--- config.mk ---
export PLATFORM = sky130hd
export DESIGN_NAME = axi_lite_master_flat
export DESIGN_NICKNAME = d
export VERILOG_FILES = /design/src/rtl/axi_lite_master_if.sv /design/src/rtl/axi_lite_master.sv /design/src/flat_wrapper.sv
export SDC_FILE = /design/constraint.sdc
export NUM_CORES = 1
export LEC_CHECK = 0
export ABC_AREA = 0
export CAP_MARGIN = 20
export CORE_MARGIN = 2
export CORE_UTILIZATION = 44
export CTS_BUF_LIST = sky130_fd_sc_hd__clkbuf_16
export DETAILED_ROUTE_END_ITERATION = 8
export PLACE_DENSITY = 0.88
export SYNTH_ARGS = -nofsm -noshare
export SYNTH_HDL_FRONTEND = slang
export SYNTH_SLANG_ARGS = --single-unit
--- constraint.sdc ---
create_clock -name clk -period 3.2 [get_ports clk]
set_input_delay 0.8 -clock clk [delete_from_list [all_inputs] [get_ports clk]]
set_output_delay 0.8 -clock clk [all_outputs]
set_load 0.01 [all_outputs]
--- src/rtl/axi_lite_master_if.sv ---
// Command/response and AXI4-Lite channel bundle for axi_lite_master.
// The master modport is the initiator's view; slave is the requester/AXI-slave side.
interface axi_lite_master_if #(
   parameter int unsigned axi_addr_width = 32,
   parameter int unsigned axi_data_width = 32
);
   localparam int unsigned strb_width = axi_data_width / 8;

   logic                      cmd_valid;
   logic                      cmd_ready;
   logic                      cmd_we;
   logic [axi_addr_width-1:0] cmd_addr;
   logic [axi_data_width-1:0] cmd_wdata;
   logic [strb_width-1:0]     cmd_wstrb;

   logic                      rsp_valid;
   logic                      rsp_ready;
   logic [axi_data_width-1:0] rsp_rdata;
   logic [1:0]                rsp_resp;
   logic                      rsp_err;

   logic [axi_addr_width-1:0] axi_awaddr;
   logic                      axi_awvalid;
   logic                      axi_awready;
   logic [axi_data_width-1:0] axi_wdata;
   logic [strb_width-1:0]     axi_wstrb;
   logic                      axi_wvalid;
   logic                      axi_wready;
   logic [1:0]                axi_bresp;
   logic                      axi_bvalid;
   logic                      axi_bready;
   logic [axi_addr_width-1:0] axi_araddr;
   logic                      axi_arvalid;
   logic                      axi_arready;
   logic [axi_data_width-1:0] axi_rdata;
   logic [1:0]                axi_rresp;
   logic                      axi_rvalid;
   logic                      axi_rready;

   modport master (
      input  cmd_valid, cmd_we, cmd_addr, cmd_wdata, cmd_wstrb, rsp_ready,
      input  axi_awready, axi_wready, axi_bresp, axi_bvalid,
      input  axi_arready, axi_rdata, axi_rresp, axi_rvalid,
      output cmd_ready, rsp_valid, rsp_rdata, rsp_resp, rsp_err,
      output axi_awaddr, axi_awvalid, axi_wdata, axi_wstrb, axi_wvalid, axi_bready,
      output axi_araddr, axi_arvalid, axi_rready
   );

   modport slave (
      output cmd_valid, cmd_we, cmd_addr, cmd_wdata, cmd_wstrb, rsp_ready,
      output axi_awready, axi_wready, axi_bresp, axi_bvalid,
      output axi_arready, axi_rdata, axi_rresp, axi_rvalid,
      input  cmd_ready, rsp_valid, rsp_rdata, rsp_resp, rsp_err,
      input  axi_awaddr, axi_awvalid, axi_wdata, axi_wstrb, axi_wvalid, axi_bready,
      input  axi_araddr, axi_arvalid, axi_rready
   );
endinterface

--- src/rtl/axi_lite_master.sv ---
// Single-outstanding AXI4-Lite initiator: one command in, one AW/W/B or AR/R
// transaction out, one response back. All outputs registered except cmd_ready.
module axi_lite_master #(
   parameter int unsigned axi_addr_width = 32,
   parameter int unsigned axi_data_width = 32
) (
   input logic              clk,
   input logic              rst,
   axi_lite_master_if.master bus
);
   localparam int unsigned strb_width = axi_data_width / 8;

   localparam logic [2:0] IDLE    = 3'd0;
   localparam logic [2:0] WR      = 3'd1;
   localparam logic [2:0] WR_RESP = 3'd2;
   localparam logic [2:0] RD_ADDR = 3'd3;
   localparam logic [2:0] RD_DATA = 3'd4;
   localparam logic [2:0] RSP     = 3'd5;

   logic [2:0]                state, state_n;
   logic                      aw_done, aw_done_n;
   logic                      w_done, w_done_n;
   logic [axi_addr_width-1:0] awaddr, awaddr_n;
   logic                      awvalid, awvalid_n;
   logic [axi_data_width-1:0] wdata, wdata_n;
   logic [strb_width-1:0]     wstrb, wstrb_n;
   logic                      wvalid, wvalid_n;
   logic                      bready, bready_n;
   logic [axi_addr_width-1:0] araddr, araddr_n;
   logic                      arvalid, arvalid_n;
   logic                      rready, rready_n;
   logic                      rsp_valid, rsp_valid_n;
   logic [axi_data_width-1:0] rsp_rdata, rsp_rdata_n;
   logic [1:0]                rsp_resp, rsp_resp_n;
   logic                      rsp_err, rsp_err_n;

   logic aw_hs, w_hs;
   assign aw_hs = awvalid && bus.axi_awready;
   assign w_hs  = wvalid && bus.axi_wready;

   // State and registered outputs
   always_ff @(posedge clk) begin
      if (!rst) begin
         state     <= IDLE;
         aw_done   <= 1'b0;
         w_done    <= 1'b0;
         awaddr    <= '0;
         awvalid   <= 1'b0;
         wdata     <= '0;
         wstrb     <= '0;
         wvalid    <= 1'b0;
         bready    <= 1'b0;
         araddr    <= '0;
         arvalid   <= 1'b0;
         rready    <= 1'b0;
         rsp_valid <= 1'b0;
         rsp_rdata <= '0;
         rsp_resp  <= 2'b00;
         rsp_err   <= 1'b0;
      end else begin
         state     <= state_n;
         aw_done   <= aw_done_n;
         w_done    <= w_done_n;
         awaddr    <= awaddr_n;
         awvalid   <= awvalid_n;
         wdata     <= wdata_n;
         wstrb     <= wstrb_n;
         wvalid    <= wvalid_n;
         bready    <= bready_n;
         araddr    <= araddr_n;
         arvalid   <= arvalid_n;
         rready    <= rready_n;
         rsp_valid <= rsp_valid_n;
         rsp_rdata <= rsp_rdata_n;
         rsp_resp  <= rsp_resp_n;
         rsp_err   <= rsp_err_n;
      end
   end

   // Next-state and next-output logic
   always_comb begin
      state_n     = state;
      aw_done_n   = aw_done;
      w_done_n    = w_done;
      awaddr_n    = awaddr;
      awvalid_n   = awvalid;
      wdata_n     = wdata;
      wstrb_n     = wstrb;
      wvalid_n    = wvalid;
      bready_n    = bready;
      araddr_n    = araddr;
      arvalid_n   = arvalid;
      rready_n    = rready;
      rsp_valid_n = rsp_valid;
      rsp_rdata_n = rsp_rdata;
      rsp_resp_n  = rsp_resp;
      rsp_err_n   = rsp_err;

      case (state)
         IDLE: begin
            if (bus.cmd_valid) begin
               if (bus.cmd_we) begin
                  awaddr_n  = bus.cmd_addr;
                  wdata_n   = bus.cmd_wdata;
                  wstrb_n   = bus.cmd_wstrb;
                  awvalid_n = 1'b1;
                  wvalid_n  = 1'b1;
                  aw_done_n = 1'b0;
                  w_done_n  = 1'b0;
                  state_n   = WR;
               end else begin
                  araddr_n  = bus.cmd_addr;
                  arvalid_n = 1'b1;
                  state_n   = RD_ADDR;
               end
            end
         end
         WR: begin
            // AW and W complete independently; B is accepted once both are done
            if (aw_hs) begin
               awvalid_n = 1'b0;
               aw_done_n = 1'b1;
            end
            if (w_hs) begin
               wvalid_n = 1'b0;
               w_done_n = 1'b1;
            end
            if ((aw_done || aw_hs) && (w_done || w_hs)) begin
               bready_n = 1'b1;
               state_n  = WR_RESP;
            end
         end
         WR_RESP: begin
            if (bus.axi_bvalid && bready) begin
               rsp_resp_n  = bus.axi_bresp;
               rsp_err_n   = (bus.axi_bresp != 2'b00);
               rsp_rdata_n = '0;
               bready_n    = 1'b0;
               rsp_valid_n = 1'b1;
               state_n     = RSP;
            end
         end
         RD_ADDR: begin
            if (arvalid && bus.axi_arready) begin
               arvalid_n = 1'b0;
               rready_n  = 1'b1;
               state_n   = RD_DATA;
            end
         end
         RD_DATA: begin
            if (bus.axi_rvalid && rready) begin
               rsp_rdata_n = bus.axi_rdata;
               rsp_resp_n  = bus.axi_rresp;
               rsp_err_n   = (bus.axi_rresp != 2'b00);
               rready_n    = 1'b0;
               rsp_valid_n = 1'b1;
               state_n     = RSP;
            end
         end
         RSP: begin
            if (bus.rsp_ready) begin
               rsp_valid_n = 1'b0;
               state_n     = IDLE;
            end
         end
         default: state_n = IDLE;
      endcase
   end

   assign bus.cmd_ready   = (state == IDLE);
   assign bus.rsp_valid   = rsp_valid;
   assign bus.rsp_rdata   = rsp_rdata;
   assign bus.rsp_resp    = rsp_resp;
   assign bus.rsp_err     = rsp_err;
   assign bus.axi_awaddr  = awaddr;
   assign bus.axi_awvalid = awvalid;
   assign bus.axi_wdata   = wdata;
   assign bus.axi_wstrb   = wstrb;
   assign bus.axi_wvalid  = wvalid;
   assign bus.axi_bready  = bready;
   assign bus.axi_araddr  = araddr;
   assign bus.axi_arvalid = arvalid;
   assign bus.axi_rready  = rready;
endmodule

--- src/flat_wrapper.sv ---
// flat-port wrapper written by rule: the top's interface ports become plain ports
module axi_lite_master_flat 
#(
   parameter int unsigned axi_addr_width = 32,
   parameter int unsigned axi_data_width = 32
)
  (clk, rst, bus_cmd_valid, bus_cmd_we, bus_cmd_addr, bus_cmd_wdata, bus_cmd_wstrb, bus_rsp_ready, bus_axi_awready, bus_axi_wready, bus_axi_bresp, bus_axi_bvalid, bus_axi_arready, bus_axi_rdata, bus_axi_rresp, bus_axi_rvalid, bus_cmd_ready, bus_rsp_valid, bus_rsp_rdata, bus_rsp_resp, bus_rsp_err, bus_axi_awaddr, bus_axi_awvalid, bus_axi_wdata, bus_axi_wstrb, bus_axi_wvalid, bus_axi_bready, bus_axi_araddr, bus_axi_arvalid, bus_axi_rready);
  axi_lite_master_if #(.axi_addr_width(axi_addr_width), .axi_data_width(axi_data_width)) bus_i ();
  input logic clk;
  input logic rst;
  input wire logic [$bits(bus_i.cmd_valid)-1:0] bus_cmd_valid;
  input wire logic [$bits(bus_i.cmd_we)-1:0] bus_cmd_we;
  input wire logic [$bits(bus_i.cmd_addr)-1:0] bus_cmd_addr;
  input wire logic [$bits(bus_i.cmd_wdata)-1:0] bus_cmd_wdata;
  input wire logic [$bits(bus_i.cmd_wstrb)-1:0] bus_cmd_wstrb;
  input wire logic [$bits(bus_i.rsp_ready)-1:0] bus_rsp_ready;
  input wire logic [$bits(bus_i.axi_awready)-1:0] bus_axi_awready;
  input wire logic [$bits(bus_i.axi_wready)-1:0] bus_axi_wready;
  input wire logic [$bits(bus_i.axi_bresp)-1:0] bus_axi_bresp;
  input wire logic [$bits(bus_i.axi_bvalid)-1:0] bus_axi_bvalid;
  input wire logic [$bits(bus_i.axi_arready)-1:0] bus_axi_arready;
  input wire logic [$bits(bus_i.axi_rdata)-1:0] bus_axi_rdata;
  input wire logic [$bits(bus_i.axi_rresp)-1:0] bus_axi_rresp;
  input wire logic [$bits(bus_i.axi_rvalid)-1:0] bus_axi_rvalid;
  output wire logic [$bits(bus_i.cmd_ready)-1:0] bus_cmd_ready;
  output wire logic [$bits(bus_i.rsp_valid)-1:0] bus_rsp_valid;
  output wire logic [$bits(bus_i.rsp_rdata)-1:0] bus_rsp_rdata;
  output wire logic [$bits(bus_i.rsp_resp)-1:0] bus_rsp_resp;
  output wire logic [$bits(bus_i.rsp_err)-1:0] bus_rsp_err;
  output wire logic [$bits(bus_i.axi_awaddr)-1:0] bus_axi_awaddr;
  output wire logic [$bits(bus_i.axi_awvalid)-1:0] bus_axi_awvalid;
  output wire logic [$bits(bus_i.axi_wdata)-1:0] bus_axi_wdata;
  output wire logic [$bits(bus_i.axi_wstrb)-1:0] bus_axi_wstrb;
  output wire logic [$bits(bus_i.axi_wvalid)-1:0] bus_axi_wvalid;
  output wire logic [$bits(bus_i.axi_bready)-1:0] bus_axi_bready;
  output wire logic [$bits(bus_i.axi_araddr)-1:0] bus_axi_araddr;
  output wire logic [$bits(bus_i.axi_arvalid)-1:0] bus_axi_arvalid;
  output wire logic [$bits(bus_i.axi_rready)-1:0] bus_axi_rready;
  assign bus_i.cmd_valid = bus_cmd_valid;
  assign bus_i.cmd_we = bus_cmd_we;
  assign bus_i.cmd_addr = bus_cmd_addr;
  assign bus_i.cmd_wdata = bus_cmd_wdata;
  assign bus_i.cmd_wstrb = bus_cmd_wstrb;
  assign bus_i.rsp_ready = bus_rsp_ready;
  assign bus_i.axi_awready = bus_axi_awready;
  assign bus_i.axi_wready = bus_axi_wready;
  assign bus_i.axi_bresp = bus_axi_bresp;
  assign bus_i.axi_bvalid = bus_axi_bvalid;
  assign bus_i.axi_arready = bus_axi_arready;
  assign bus_i.axi_rdata = bus_axi_rdata;
  assign bus_i.axi_rresp = bus_axi_rresp;
  assign bus_i.axi_rvalid = bus_axi_rvalid;
  assign bus_cmd_ready = bus_i.cmd_ready;
  assign bus_rsp_valid = bus_i.rsp_valid;
  assign bus_rsp_rdata = bus_i.rsp_rdata;
  assign bus_rsp_resp = bus_i.rsp_resp;
  assign bus_rsp_err = bus_i.rsp_err;
  assign bus_axi_awaddr = bus_i.axi_awaddr;
  assign bus_axi_awvalid = bus_i.axi_awvalid;
  assign bus_axi_wdata = bus_i.axi_wdata;
  assign bus_axi_wstrb = bus_i.axi_wstrb;
  assign bus_axi_wvalid = bus_i.axi_wvalid;
  assign bus_axi_bready = bus_i.axi_bready;
  assign bus_axi_araddr = bus_i.axi_araddr;
  assign bus_axi_arvalid = bus_i.axi_arvalid;
  assign bus_axi_rready = bus_i.axi_rready;
  axi_lite_master #(.axi_addr_width(axi_addr_width), .axi_data_width(axi_data_width)) u_core (.clk(clk), .rst(rst), .bus(bus_i));
endmodule
# Word level (Yosys, flattened, before mapping)
# Index checks and enable logic that the tools add are counted.
[word_totals]
reg_bits = 146
inputBits = 114
out_inout_bits = 142
elab_cells = 102
[classes]
eq_ne = 15
n_mux = 43
n_bitwise = 1
n_reduce_logical = 27
[ops]
columns = ["operator", "n"]
rows = [
  ["32-bit two-way mux", 2],
  ["32-bit one-hot mux with 2 select lines", 1],
  ["1-bit two-way mux", 20],
  ["3-bit two-way mux", 6],
  ["3-bit one-hot mux with 6 select lines", 1],
  ["1-bit one-hot mux with 2 select lines", 8],
  ["4-bit AND reduction", 4],
  ["3-bit AND reduction", 5],
  ["2-bit nonzero test", 7],
  ["2-bit by 1-bit inequality test with 1-bit output, second input constant", 6],
  ["2-bit inequality test, second input constant", 4],
  ["3-bit by 2-bit equality test with 1-bit output, second input constant", 2],
  ["3-bit equality test, second input constant", 2],
  ["1-bit logical AND", 6],
  ["2-bit two-way mux", 3],
  ["6-bit AND reduction", 1],
  ["2-bit one-hot mux with 2 select lines", 1],
  ["3-bit by 1-bit equality test with 1-bit output, second input constant", 1],
  ["3-bit logical NOT", 1],
  ["1-bit one-hot mux with 3 select lines", 1],
  ["3-bit nonzero test", 1],
  ["1-bit logical OR", 2],
  ["1-bit inverter", 1],
]

# Longest topological paths before layout
[logic_depth]
word_depth = 5
depth_mapped = 8
mapped_depth_nobuf = 5

# Worst setup path after synthesis
# OpenSTA, ideal clock, no wires.
[synth_path]
path_kind = "input port to flip-flop"
startpoint = "in bus_axi_bvalid"
endpoint = "reg u_core.rsp_err, in the netlist u_core.bus.rsp_err"
setup_ps = 70
t_arrival_ps = 1994
required_ps = 3130
slack_ps = 1136
stages = 7
n_path_buf = 2
path_cell_list = "nand2_1 -> a32o_1 -> a211o_1 -> buf_2 -> buf_6 -> a211o_1 -> a21boi_1"
[synth_via]
elab_chain_cells = 3
[synth_rtl]
columns = ["element", "line_no", "source"]
rows = [
  ["start, declared", "flat_wrapper.sv:20", "input wire logic [$bits(bus_i.axi_bvalid)-1:0] bus_axi_bvalid;"],
  ["1-bit logical AND", "axi_lite_master.sv:134", "if (bus.axi_bvalid && bready) begin"],
  ["2-bit by 1-bit inequality test with 1-bit output (no source line)", "n/a", ""],
  ["3-bit AND reduction (no source line)", "n/a", ""],
  ["end signal, assigned", "axi_lite_master.sv:76", "rsp_err <= rsp_err_n;"],
  ["end, declared", "axi_lite_master.sv:35", "logic rsp_err, rsp_err_n;"],
]
# No other way between the ends.
# A chain may end at the register's enable or synchronous reset.

# Worst setup path in the final report
[layout_path]
startpoint = "reg u_core.state[0]"
endpoint = "out bus_cmd_ready"
[layout_via]
elab_chain_cells = 1
[layout_rtl]
columns = ["element", "line_no", "source"]
rows = [
  ["start, declared", "axi_lite_master.sv:20", "logic [2:0] state, state_n;"],
  ["start signal, assigned", "axi_lite_master.sv:61", "state <= state_n;"],
  ["3-bit logical NOT", "axi_lite_master.sv:170", "assign bus.cmd_ready = (state == IDLE);"],
  ["end, declared", "flat_wrapper.sv:25", "output wire logic [$bits(bus_i.cmd_ready)-1:0] bus_cmd_ready;"],
]
# No other way between the ends.

==> run metrics <==
status finished, final reports clean; commonest non-fill, non-tap cell in the layout clkdlybuf4s50_1; Setup crit end kind output port; Synth Warn # 0; GRT overflow 0; Slew Limit Fails 0; Final ANT Viol Nets 0; total of max-cap violations 0; Bufs on Longest Clock Path 2; CTS H-tree depth 4; iteration count of the initial detailed-routing pass 4; vias per cell 4.88; worst slew pin tran 0.638 ns; Final Hold Vio Count 0; Area Overhead vs Synth 58.2%; port bufs 255; fin crit period 2.69 ns; final clock skew 0.00652 ns; # setup viols final 0; post-synth cell types 29; largest net degree at the start of global routing 77; initial antenna violation count 0; DRC Markers 0; Hold Crit Start u_core.bus.rsp_valid$_SDFFE_PN0P_; sequential share of the synthesized area 0.528; register-to-register setup slack 1.04 ns; Clock Sink Count 146; Post-Route Utilization 0.721; die footprint 13500 um^2; Critical Path Fanout Max 12; Post-Syn Area per Cell 8.74 um^2; Clk Latency, worst-skew pair 0.41 ns; # rows 40; RSZ-0062 raised after global routing false; Detailed Route Iter0 Violations 287; first-pass GRT wire length 24400 um; # IOs 256; CTS tree done; vias in the first global route 5008; Post-Synthesis Cells 634; GP Congestion 0.752; ANT cells 0; TritonCTS Buffers 17; LEAKAGE 0.00311 uW; fin nets 984; total design power 5780 uW; share of layout cells above drive strength 1 0.0442; Wirelength per Cell 15.1 um; crit path kind reg -> out; vias 5132; Setup TNS 0 ns; die width 116 um; Root Driver clkbuf_16; CTS clk-pin slew, worst paths 0.05 ns; Hold Path Class reg -> reg; Post-Route WL 15900 um; cell area after synthesis 5540 um^2; gr usage total 0.233; dpl cells 1019; Initial Util 0.455; Setup Buffers After CTS 0; hpwl dp 11000 um; Rel. slew slack 0.575; Placeable Area 12200 um^2; CTS-repair resized insts 0; syn_nets 748; die height 116 um; Worst EP required 2.40 ns; hold buffers post-CTS 0; Worst setup SP type flop; maximum vdd drop 386 uV; Reg2Reg Launch Point u_core.state[0]$_SDFFE_PN0P_; Cell Pwr Density 660 nW/um^2; Critical Path Source u_core.state[0]$_SDFFE_PN0P_; FMAX 372 MHz; most frequent cells in the layout clkdlybuf4s50_1, nand2_1, dfxtp_1; period utilization 0.841; Layout Cells excl Fill 1051; #FFs+latches synth 146; WP data arrival 1.89 ns
==> synthesized netlist by cell type <==
cell type,count,share of area
or3_1,1,0.0011
o211a_1,4,0.0072
or4b_1,1,0.0018
clkbuf_1,38,0.026
nor2_1,7,0.0047
buf_6,2,0.0041
nor3b_2,1,0.0023
a21boi_1,4,0.0054
a21oi_1,6,0.0054
nand3_1,5,0.0045
nor3_1,4,0.0036
dfxtp_1,146,0.53
mux2_2,2,0.0041
nor3b_4,1,0.0034
nand2b_1,5,0.0056
a211o_1,2,0.0032
and3_1,1,0.0011
a21boi_0,100,0.14
inv_1,4,0.0027
buf_2,8,0.0072
nand2_1,213,0.14
a32o_1,1,0.0018
a31oi_1,1,0.0011
nor3_2,1,0.0018
mux2i_1,3,0.0054
nand3b_1,2,0.0027
nor2b_1,34,0.038
a22oi_1,32,0.043
o21ai_0,5,0.0045
==> logic make-up (layout without fill, tap and decap cells) <==
group	count (synthesis)	in the layout	share of synthesized area
DFF	146	146	0.528
and+or+nand+nor	276	276	0.215
muxes	5	5	0.00949
AOI/OAI and AO/OA	155	155	0.208
buffers and inverters	52	301	0.0398
==> power by group <==
part	switching (uW)	leakage, uW	internal (uW)
registers	165	0.00119	2070
clock network	696	0.000291	1110
logic	874	0.00164	862
==> layer usage <==
layer  GRT usage  wire (um)
met1       0.261       6290
met5           0          0
met4      0.0929        257
met3      0.0877       1380
met2       0.401       7960
==> worst paths after layout <==
kind | end | depth (start not counted)
setup reg to reg | u_core.bus.rsp_err$_SDFFE_PN0P_ | 6
hold reg to reg | u_core.bus.rsp_valid$_SDFFE_PN0P_ | 2
hold / removal | u_core.bus.rsp_valid$_SDFFE_PN0P_ | 2
setup / recovery | bus_cmd_ready | 2
==> through the flow <==
step,instance area [um^2],hold WS [ns],worst slack (ns)
6_report,8760,0.454,0.508
5_1_grt,8760,0.475,0.358
4_1_cts,8760,0.453,0.492
3_5_place_dp,8220,0.445,0.575
3_3_place_gp,8220,0.439,0.627
2_1_floorplan,5540,0.443,1.14
==> critical path, cell delays in order, from the launching register on <==
cell	delay [ns]
dfxtp_1	0.45
nor3_2	0.40
clkdlybuf4s50_1	0.63
==> cell type report <==
cell class | instances | area, um^2
fillers | 904 | 3400
well taps | 168 | 210
multi-input cells | 436 | 2410
inverters | 4 | 15.0
clock inverters | 15 | 114
repair buffers | 265 | 2660
clock buffers | 17 | 425
flip-flops and latches | 146 | 2920
==> flip-flops by register name, indices dropped and copies added (netlist names) <==
register,flops
u_core.aw_done,1
u_core.bus.axi_araddr,32
u_core.bus.axi_arvalid,1
u_core.bus.axi_awaddr,32
u_core.bus.axi_awvalid,1
u_core.bus.axi_bready,1
u_core.bus.axi_rready,1
u_core.bus.axi_wdata,32
u_core.bus.axi_wstrb,4
u_core.bus.axi_wvalid,1
u_core.bus.rsp_err,1
u_core.bus.rsp_rdata,32
u_core.bus.rsp_resp,2
u_core.bus.rsp_valid,1
u_core.state,3
u_core.w_done,1
Note: power is estimated with default switching activity, not from simulation.
